<file path="src/rtl/tpu_pkg.sv">
// Shared TPU constants, the C reader state encoding and the C word lane helpers.
// Latency: n/a (types, constants and pure functions only).
// Backpressure: n/a.
package tpu_pkg;

    localparam int DATA_W = 32;               // one C element / output beat
    localparam int LANES  = 4;                // elements per C SRAM word
    localparam int DIM_W  = 8;                // width of M, N
    localparam int IDX_W  = 16;               // C SRAM word index width
    localparam int WORD_W = DATA_W * LANES;   // C SRAM word width (128)
    localparam int LANE_W = $clog2(LANES);

    typedef enum logic [2:0] {
        ST_IDLE   = 3'd0,
        ST_RD     = 3'd1,
        ST_CAP    = 3'd2,
        ST_STREAM = 3'd3,
        ST_CLR    = 3'd4,
        ST_DONE   = 3'd5
    } rd_state_e;

    // Lane 0 lives in the most significant 32 bits of a C word.
    function automatic logic [DATA_W-1:0] lane_slice(input logic [WORD_W-1:0] word,
                                                     input logic [LANE_W-1:0] lane);
        lane_slice = word[WORD_W-1-DATA_W*int'(lane) -: DATA_W];
    endfunction

    // C is stored column-tile major: each word holds 4 adjacent columns of one row.
    function automatic logic [IDX_W-1:0] c_word_addr(input logic [DIM_W-1:0] m,
                                                     input logic [DIM_W-1:0] n,
                                                     input logic [DIM_W-1:0] rows);
        c_word_addr = IDX_W'(n >> 2) * IDX_W'(rows) + IDX_W'(m);
    endfunction

endpackage

</file>
<file path="src/rtl/tpu_c_word_buf.sv">
// Holds one captured C word and selects the current lane for the output beat.
// Latency: word available the cycle after cap; lane mux is combinational from registers.
// Backpressure: word and lane only change on cap/adv, so the beat is stable while stalled.
// Ports: clk, rst_n (sync, active-low); cap loads word_in and lane_init; adv steps to the
//        next lane; lane/dat give the current lane index and its 32-bit element.
module tpu_c_word_buf
    import tpu_pkg::*;
(
    input  logic              clk,
    input  logic              rst_n,
    input  logic              cap,
    input  logic [LANE_W-1:0] lane_init,
    input  logic              adv,
    input  logic [WORD_W-1:0] word_in,
    output logic [LANE_W-1:0] lane,
    output logic [DATA_W-1:0] dat
);

    logic [WORD_W-1:0] word_q;

    always_ff @(posedge clk) begin
        if (!rst_n) begin
            word_q <= '0;
            lane   <= '0;
        end else if (cap) begin
            word_q <= word_in;
            lane   <= lane_init;
        end else if (adv) begin
            lane   <= lane + 1'b1;
        end
    end

    assign dat = lane_slice(word_q, lane);

endmodule

</file>
<file path="src/rtl/tpu_c_reader.sv">
// Drains the C result SRAM after a job and streams C[m][n] row-major to the host.
// Latency: start -> first beat valid 3 cycles; each further word costs 2 bubbles (3 with clear).
// Backpressure: valid/ready; beat data/row/col/last held stable while out_ready is low.
// Ports: clk, rst_n (sync, active-low); start/M/N job request; busy status;
//        C_wr_en/C_index/C_data_in/C_data_out C SRAM port (1-cycle read latency);
//        out_valid/out_ready/out_data/out_row/out_col/out_last result stream.
// Build option: TPU_C_READER_CLEAR_EN zeroes each C word after its last beat is accepted.
module tpu_c_reader
    import tpu_pkg::*;
(
    input  logic              clk,
    input  logic              rst_n,
    input  logic              start,
    input  logic [DIM_W-1:0]  M,
    input  logic [DIM_W-1:0]  N,
    output logic              busy,
    output logic              C_wr_en,
    output logic [IDX_W-1:0]  C_index,
    output logic [WORD_W-1:0] C_data_in,
    input  logic [WORD_W-1:0] C_data_out,
    output logic              out_valid,
    input  logic              out_ready,
    output logic [DATA_W-1:0] out_data,
    output logic [DIM_W-1:0]  out_row,
    output logic [DIM_W-1:0]  out_col,
    output logic              out_last
);

    rd_state_e         state;
    logic [DIM_W-1:0]  m_q, n_q, rows_q, cols_q;
    logic [DIM_W-1:0]  m_nxt, n_nxt;
    logic [LANE_W-1:0] lane;
    logic              hs, row_end, word_end;
`ifdef TPU_C_READER_CLEAR_EN
    logic              last_q;   // the word being cleared held the final beat
`endif

    assign hs       = (state == ST_STREAM) && out_ready;
    assign row_end  = (n_q == cols_q - 1'b1);
    assign word_end = row_end || (lane == LANE_W'(LANES - 1));
    assign m_nxt    = row_end ? m_q + 1'b1 : m_q;
    assign n_nxt    = row_end ? '0 : n_q + 1'b1;

    assign out_valid = (state == ST_STREAM);
    assign out_row   = m_q;
    assign out_col   = n_q;
    assign out_last  = out_valid && (m_q == rows_q - 1'b1) && row_end;
    assign C_data_in = '0;
`ifdef TPU_C_READER_CLEAR_EN
    assign C_wr_en   = (state == ST_CLR);
`else
    assign C_wr_en   = 1'b0;
`endif

    always_ff @(posedge clk) begin
        if (!rst_n) begin
            state   <= ST_IDLE;
            busy    <= 1'b0;
            m_q     <= '0;
            n_q     <= '0;
            rows_q  <= '0;
            cols_q  <= '0;
            C_index <= '0;
`ifdef TPU_C_READER_CLEAR_EN
            last_q  <= 1'b0;
`endif
        end else begin
            // Registered one cycle behind the state so busy covers DONE plus one cycle.
            busy <= (state != ST_IDLE) || start;
            case (state)
                ST_IDLE: if (start) begin
                    rows_q <= M;
                    cols_q <= N;
                    m_q    <= '0;
                    n_q    <= '0;
                    if (M == '0 || N == '0) begin
                        state <= ST_DONE;       // empty matrix: no SRAM access
                    end else begin
                        state   <= ST_RD;
                        C_index <= '0;
                    end
                end
                ST_RD:  state <= ST_CAP;
                ST_CAP: state <= ST_STREAM;
                ST_STREAM: if (hs) begin
                    m_q <= m_nxt;
                    n_q <= n_nxt;
                    if (word_end) begin
`ifdef TPU_C_READER_CLEAR_EN
                        // C_index still points at the finished word; CLR writes it.
                        state  <= ST_CLR;
                        last_q <= out_last;
`else
                        if (out_last) begin
                            state <= ST_DONE;
                        end else begin
                            state   <= ST_RD;
                            C_index <= c_word_addr(m_nxt, n_nxt, rows_q);
                        end
`endif
                    end
                end
`ifdef TPU_C_READER_CLEAR_EN
                ST_CLR: begin
                    if (last_q) begin
                        state <= ST_DONE;
                    end else begin
                        state   <= ST_RD;
                        C_index <= c_word_addr(m_q, n_q, rows_q);
                    end
                end
`endif
                ST_DONE: state <= ST_IDLE;
                default: state <= ST_IDLE;
            endcase
        end
    end

    tpu_c_word_buf u_word_buf (
        .clk       (clk),
        .rst_n     (rst_n),
        .cap       (state == ST_CAP),
        .lane_init (n_q[LANE_W-1:0]),
        .adv       (hs && !word_end),
        .word_in   (C_data_out),
        .lane      (lane),
        .dat       (out_data)
    );

endmodule
</file>
<file path="config.mk">
export PLATFORM = sky130hd
export DESIGN_NAME = tpu_c_reader
export DESIGN_NICKNAME = d
export VERILOG_FILES = /design/src/rtl/tpu_pkg.sv /design/src/rtl/tpu_c_word_buf.sv /design/src/rtl/tpu_c_reader.sv
export SDC_FILE = /design/constraint.sdc
export NUM_CORES = 1
export LEC_CHECK = 0
export CAP_MARGIN = 20
export CORE_AREA = 4 4 152 154
export CTS_CLUSTER_SIZE = 20
export DETAILED_ROUTE_END_ITERATION = 10
export DIE_AREA = 0 0 156 158
export PLACE_DENSITY = 0.91
export SYNTH_ARGS = -nofsm -noshare
export SYNTH_HDL_FRONTEND = slang
export SYNTH_SLANG_ARGS = --single-unit
</file>
<file path="constraint.sdc">
create_clock -name clk -period 10.3 [get_ports clk]
set_input_delay 1.03 -clock clk [delete_from_list [all_inputs] [get_ports clk]]
set_output_delay 1.03 -clock clk [all_outputs]
set_load 0.02 [all_outputs]
</file>
## Word level (Yosys, flattened, before mapping)

Cells that the tools add are included.
W data, S select, Z words.

- Register bits: 182
- Latch bits: 0
- Memory bits (writable): 0
- Memory bits (read-only): 0
- Input bits: 148
- Output and inout port bits: 196
- Word-level logic and storage cells: 68
- Memories: 0

- $add $sub $neg: 7
- Multipliers: 1
- Divide/modulo/power cells: 0
- $lt $le $gt $ge: 0
- Equal/unequal tests: 11
- Shifts and indexed selects: 1
- Multiplexer cells: 21
- Bitwise gates (word level): 0
- Reduce and logical (&&, ||, !) cells: 18

Operators with widths:

| cell | number |
|---|---|
| $shiftx A159 B32 Y32 | 1 |
| $mux W16 | 5 |
| $mux W8 | 5 |
| $pmux W16 S2 | 1 |
| $pmux W8 S2 | 2 |
| $add A8 B1 Y8 const B | 2 |
| $eq A8 B8 Y1 | 2 |
| $logic_not A8 Y1 | 2 |
| $sub A8 B1 Y8 const B | 2 |
| $add A14 B8 Y15 | 1 |
| $mux W3 | 5 |
| $mul A6 B8 Y14 | 1 |
| $pmux W3 S4 | 1 |
| $sub A7 B7 Y8 const A | 1 |
| $eq A3 B2 Y1 const B | 2 |
| $ne A2 B2 Y1 const B | 3 |
| $reduce_and A3 Y1 | 2 |
| $reduce_and A6 Y1 | 1 |
| $logic_and A1 B1 Y1 | 4 |
| $mux W2 | 2 |
| $ne A2 B1 Y1 const B | 2 |
| $reduce_bool A2 Y1 | 2 |
| $eq A3 B1 Y1 const B | 1 |
| $logic_not A3 Y1 | 1 |
| 6 further kinds | 8 |

## Longest topological paths before layout

- Depth after elaboration: 9
- Depth in mapped cells: 25
- Mapped depth without buffers: 24

## Cells and area by module

A second synthesis with hierarchy kept.

- Cell total of the unflattened synthesis: 1,154
- Area total of the unflattened synthesis: 11,446.0 µm²

Modules (own cells, without submodules):

| module | instances | cells an instance | area each (µm²) | sequential area each (µm²) |
|---|---|---|---|---|
| tpu_c_word_buf | 1 | 462 | 5,773.0 | 2,602.5 |
| tpu_c_reader | 1 | 692 | 5,672.9 | 1,021.0 |

## Least setup slack after synthesis

OpenSTA, ideal clock, no wires.

- Kind: reg2reg
- Start point: register cols_q[0]
- End point: register C_index[13]
- Setup time: 0.122 ns
- Arrival time: 5.988 ns
- Required time: 10.178 ns
- Path slack: 4.191 ns
- Cell stages (with the launch flop): 26
- Buffers on the path: 1
- Period minus slack after synthesis: 6.109 ns
- Cell sequence: dfxtp_1 -> inv_1 -> ha_1 -> or2_1 -> a2111oi_2 -> o211ai_1 -> a31oi_4 -> buf_2 -> nor2_1 -> and2_1 -> fa_1 -> inv_1 -> fa_1 -> inv_1 -> fa_1 -> inv_1 -> fa_1 -> inv_1 -> ha_1 -> o21ai_0 -> a21oi_1 -> a311oi_1 -> a21oi_1 -> mux2_2 -> o21ai_0 -> mux2i_1

- Word-level cells in the longest chain between the ends: 9
- Elaborated cells on any way between the ends: 15
- Classes of those cells: add/sub: 2; mul: 1; eq/ne: 3; mux: 6; reduce/logical: 3

Ends and longest elaborated chain:

| element | line | RTL |
|---|---|---|
| start: declaration | tpu_c_reader.sv:30 | `logic [DIM_W-1:0] m_q, n_q, rows_q, cols_q;` |
| start signal: assignment | tpu_c_reader.sv:62 | `cols_q <= '0;` |
| start signal: assignment | tpu_c_reader.sv:73 | `cols_q <= N;` |
| $sub A8 B1 Y8 * | tpu_c_reader.sv:39 | `assign row_end = (n_q == cols_q - 1'b1);` |
| $eq A8 B8 Y1 * | tpu_c_reader.sv:39 |  |
| $mux W8 | tpu_c_reader.sv:42 | `assign n_nxt = row_end ? '0 : n_q + 1'b1;` |
| $mul A6 B8 Y14 | tpu_pkg.sv:32 | `c_word_addr = IDX_W'(n >> 2) * IDX_W'(rows) + IDX_W'(m);` |
| $add A14 B8 Y15 | tpu_pkg.sv:32 |  |
| $mux W16 | tpu_c_reader.sv:94 | `if (out_last) begin` |
| $mux W16 | tpu_c_reader.sv:88 | `if (word_end) begin` |
| $mux W16 | tpu_c_reader.sv:85 | `ST_STREAM: if (hs) begin` |
| $pmux W16 S2 | tpu_c_reader.sv:70 | `case (state)` |
| end signal: assignment | tpu_c_reader.sv:98 | `C_index <= c_word_addr(m_nxt, n_nxt, rows_q);` |
| end: declaration | tpu_c_reader.sv:18 | `output logic [IDX_W-1:0] C_index,` |

Mark *: on every way between the ends. The rest lies on a longest branch, timed or not. The select of a mux whose other input is x is not followed.
A chain may end at the register's enable or synchronous reset.

## Final worst setup path

Ends and elaborated chain as after synthesis.

==> parameters.txt <==
Parameter                              Value

Setup path
  Worst setup path class    reg2reg
  Kind of end point of the critical path    register
  Library cell appearing most often on the critical path    inv_1
  Cell Chain, Critical Path    inv_1, ha_1, or2_1, a2111oi_2, o211ai_1, a31oi_4, nor2_1, and2_1, fa_1, inv_1, fa_1, inv_1, fa_1, inv_1, fa_1, inv_1, ha_1, o21ai_0, a21oi_1, a311oi_1, a21oi_1, mux2_2, o21ai_0, mux2i_1
  CP peak stage delay    830 ps
  Cell at the slowest stage of the critical path    a31oi_4
  Critical Path RT    10,620 ps
  Data arrival time of the critical path    7510 ps
  Critical path fanouts, max    34
  Startpoint types    register

Timing
  Pins over their slew limit    0
  Final worst path period share    69.8%
  Post-route worst hold slack    453 ps
  Unrepaired setup endpoints after global routing    no
  Endpoints failing hold    0
  Setup tns final    0 ps
  Post-route minimum period    7190 ps
  Worst Skew    12.8 ps
  Final setup violation count    0
  Worst slew margin    31.6%
  Transition time at the pin with the least slew margin    1020 ps
  Maximum clock frequency    139 MHz

Synth
  Most common flop cell mapped by yosys    dfxtp_1
  Proportion of synthesized chip area in sequential cells    33.2%
  Number of enable-type register cells in the synthesized netlist    0
  Number of library cell types mapped by synthesis    69
  Syn Inst Count    1,309
  Cell area after technology mapping    0.0109 mm²
  Share of flip-flops with an asynchronous set or reset after synthesis    0%
  Post-synthesis average cell area    8.34 µm²
  FF+latch count, synth    181
  Warning count from the yosys run    0

Drt
  Routed via count divided by cell count    5.30
  Number of DRC violations after detailed-routing iteration 0    595
  Drt drc    0
  Post-detailed-routing wire length    28.5 mm
  First-pass iteration count of the detailed router    7
  Remaining number of nets flagged by the antenna check after routing    0
  WL per Instance    16.2 µm
  Vias after detailed routing    9,335

Status
  Outcome    finished, final reports clean

Clock network
  H-tree level count    4
  Post-cts sizing count    0
  Post CTS Setup Buffer Count    0
  Inserted Clock Buffers    17
  CTS tree    yes
  Number of buffers on the longest clock path    2
  Skew-Pair Late Insertion Delay    440 ps
  Cell chosen for the clock root    clkbuf_16
  Post-CTS Hold Buffers    0
  Clock input transition at the sequential cells of the worst setup and hold paths    80 ps
  Clock net sink count    181

Finish
  Total number of nets in the final design    1,686
  Commonest non-fill, non-tap cell in the layout    nand2_1
  Most frequent cells in the layout    nand2_1 (332), clkdlybuf4s50_1 (213), dfxtp_1 (179)
  N_diodes    0
  Syn-to-layout area delta    21.7%
  Layout cell share with drive strength beyond 1    6.08%

Floorplan
  Total core area    0.0217 mm²
  Die Y-Extent    158 µm
  DIE AREA    0.0246 mm²
  Die Width    156 µm
  Row count    54
  Number of primary I/O pins    344
  Effective utilization at floorplan    50.4%

Global route
  Wire length of the first global-routing pass    44.0 mm
  Overflow left after global routing    0
  Number of global-route vias before repair    9,002
  Antenna violations before repair    0
  Overall track demand over capacity in global routing    22.0%
  Largest net degree at the start of global routing    95

Placement
  Final estimated routing congestion in global placement    0.906
  DP HPWL    21.0 mm
  Port bufs    213

Power and ir drop
  Max rail drop VDD    0.104 mV
  Power density of the placed cells    136 mW/mm²
  Static Leak    5.29 nW

Run
  Max Cap Violations    0

Hold path
  Classification of the worst-slack hold path    reg2reg
==> routing by layer <==
metal	wire length, µm	global-route usage, %
met1	10800	25.7
met2	14600	39.1
met3	2380	6.01
met4	648	7.50
met5	0	0
==> state kept, by name, indices dropped and copies added, names as in the netlist <==
name,count
C_index,15
cols_q,8
rows_q,8
out_row,8
u_word_buf.lane,2
state,3
out_col,8
busy,1
u_word_buf.word_q,128
==> metrics by stage <==
| stage | utilization, % | instance area (µm²) | total power [W] | setup slack [ps] | instances |
|---|---|---|---|---|---|
| floorplan | - | 11400 | 0.00104 | 4190 | 1438 |
| global placement | 58.3 | 12700 | 0.00112 | 3470 | 1728 |
| detailed placement | 58.3 | 12700 | 0.00113 | 3250 | 1728 |
| CTS | 61.3 | 13300 | 0.00182 | 3200 | 1760 |
| global route | 61.3 | 13300 | 0.00188 | 2710 | 1760 |
| finish | 61.3 | 13300 | 0.00181 | 3110 | 1760 |
==> worst paths after layout <==
| path | start | end | slack (ps) | cells after the start |
|---|---|---|---|---|
| worst max-delay path | cols_q[0] | C_index[13] | 3110 | 24 |
| worst min-delay path | u_word_buf.word_q[13] | u_word_buf.word_q[13] | 450 | 2 |
| worst max register to register | cols_q[0] | C_index[13] | 3110 | 24 |
| worst min register to register | u_word_buf.word_q[13] | u_word_buf.word_q[13] | 450 | 2 |
==> power breakdown <==
part | switching [W] | total (W) | internal (W)
clock network | 0.000351 | 0.000690 | 0.000339
logic | 0.000193 | 0.000337 | 0.000144
registers | 0.0000408 | 0.000781 | 0.000740
==> cells by family after synthesis <==
family,Yosys count,share of synthesized area [%]
multiplexers,46,7.90
flip-flops,181,33.2
other,1,0.0343
AO/OA/AOI/OAI,243,12.9
XOR/XNOR,41,3.41
AND/OR/NAND/NOR,472,19.1
buffers and inverters,254,13.4
adder cells (fa/ha/maj),71,10.2
==> critical path: cells and delay by family, from the launching register on <==
kind | cells | cell delay (ps)
adder cells (fa/ha/maj) | 6 | 2680
buffers and inverters | 5 | 280
AO/OA/AOI/OAI | 8 | 2470
AND/OR/NAND/NOR | 3 | 820
flip-flops | 1 | 440
multiplexers | 2 | 380
==> synth_stat cells, drive strengths merged (4+ instances only) <==
| master | number | share of area (%) |
|---|---|---|
| a21oi | 172 | 7.9 |
| mux2i | 12 | 1.1 |
| inv | 46 | 1.6 |
| ha | 41 | 4.7 |
| nand3 | 9 | 0.53 |
| fa | 30 | 5.5 |
| nand4 | 6 | 0.34 |
| nand2 | 332 | 11 |
| mux4 | 32 | 6.6 |
| nor3 | 24 | 1.1 |
| a211oi | 4 | 0.27 |
| dfxtp | 181 | 33 |
| buf | 141 | 9.5 |
| o21ai | 25 | 1.1 |
| or3 | 7 | 0.45 |
| nand2b | 4 | 0.23 |
| nor4 | 9 | 0.63 |
| and3 | 9 | 0.52 |
| xnor2 | 29 | 2.3 |
| clkbuf | 67 | 2.3 |
| o211ai | 6 | 0.46 |
| nor2 | 27 | 0.97 |
| xor2 | 11 | 0.88 |
| and2 | 30 | 1.7 |
==> final cells by class <==
| class | instances | area [µm²] |
|---|---|---|
| Clock buffer | 17 | 425 |
| Fill cell | 1817 | 8400 |
| Tap cell | 280 | 350 |
| Inverter | 46 | 175 |
| Clock inverter | 15 | 216 |
| Sequential cell | 181 | 3630 |
| Multi-Input combinational cell | 1003 | 6330 |
| Timing Repair Buffer | 218 | 2170 |
Note: power is estimated with default switching activity, not from simulation.
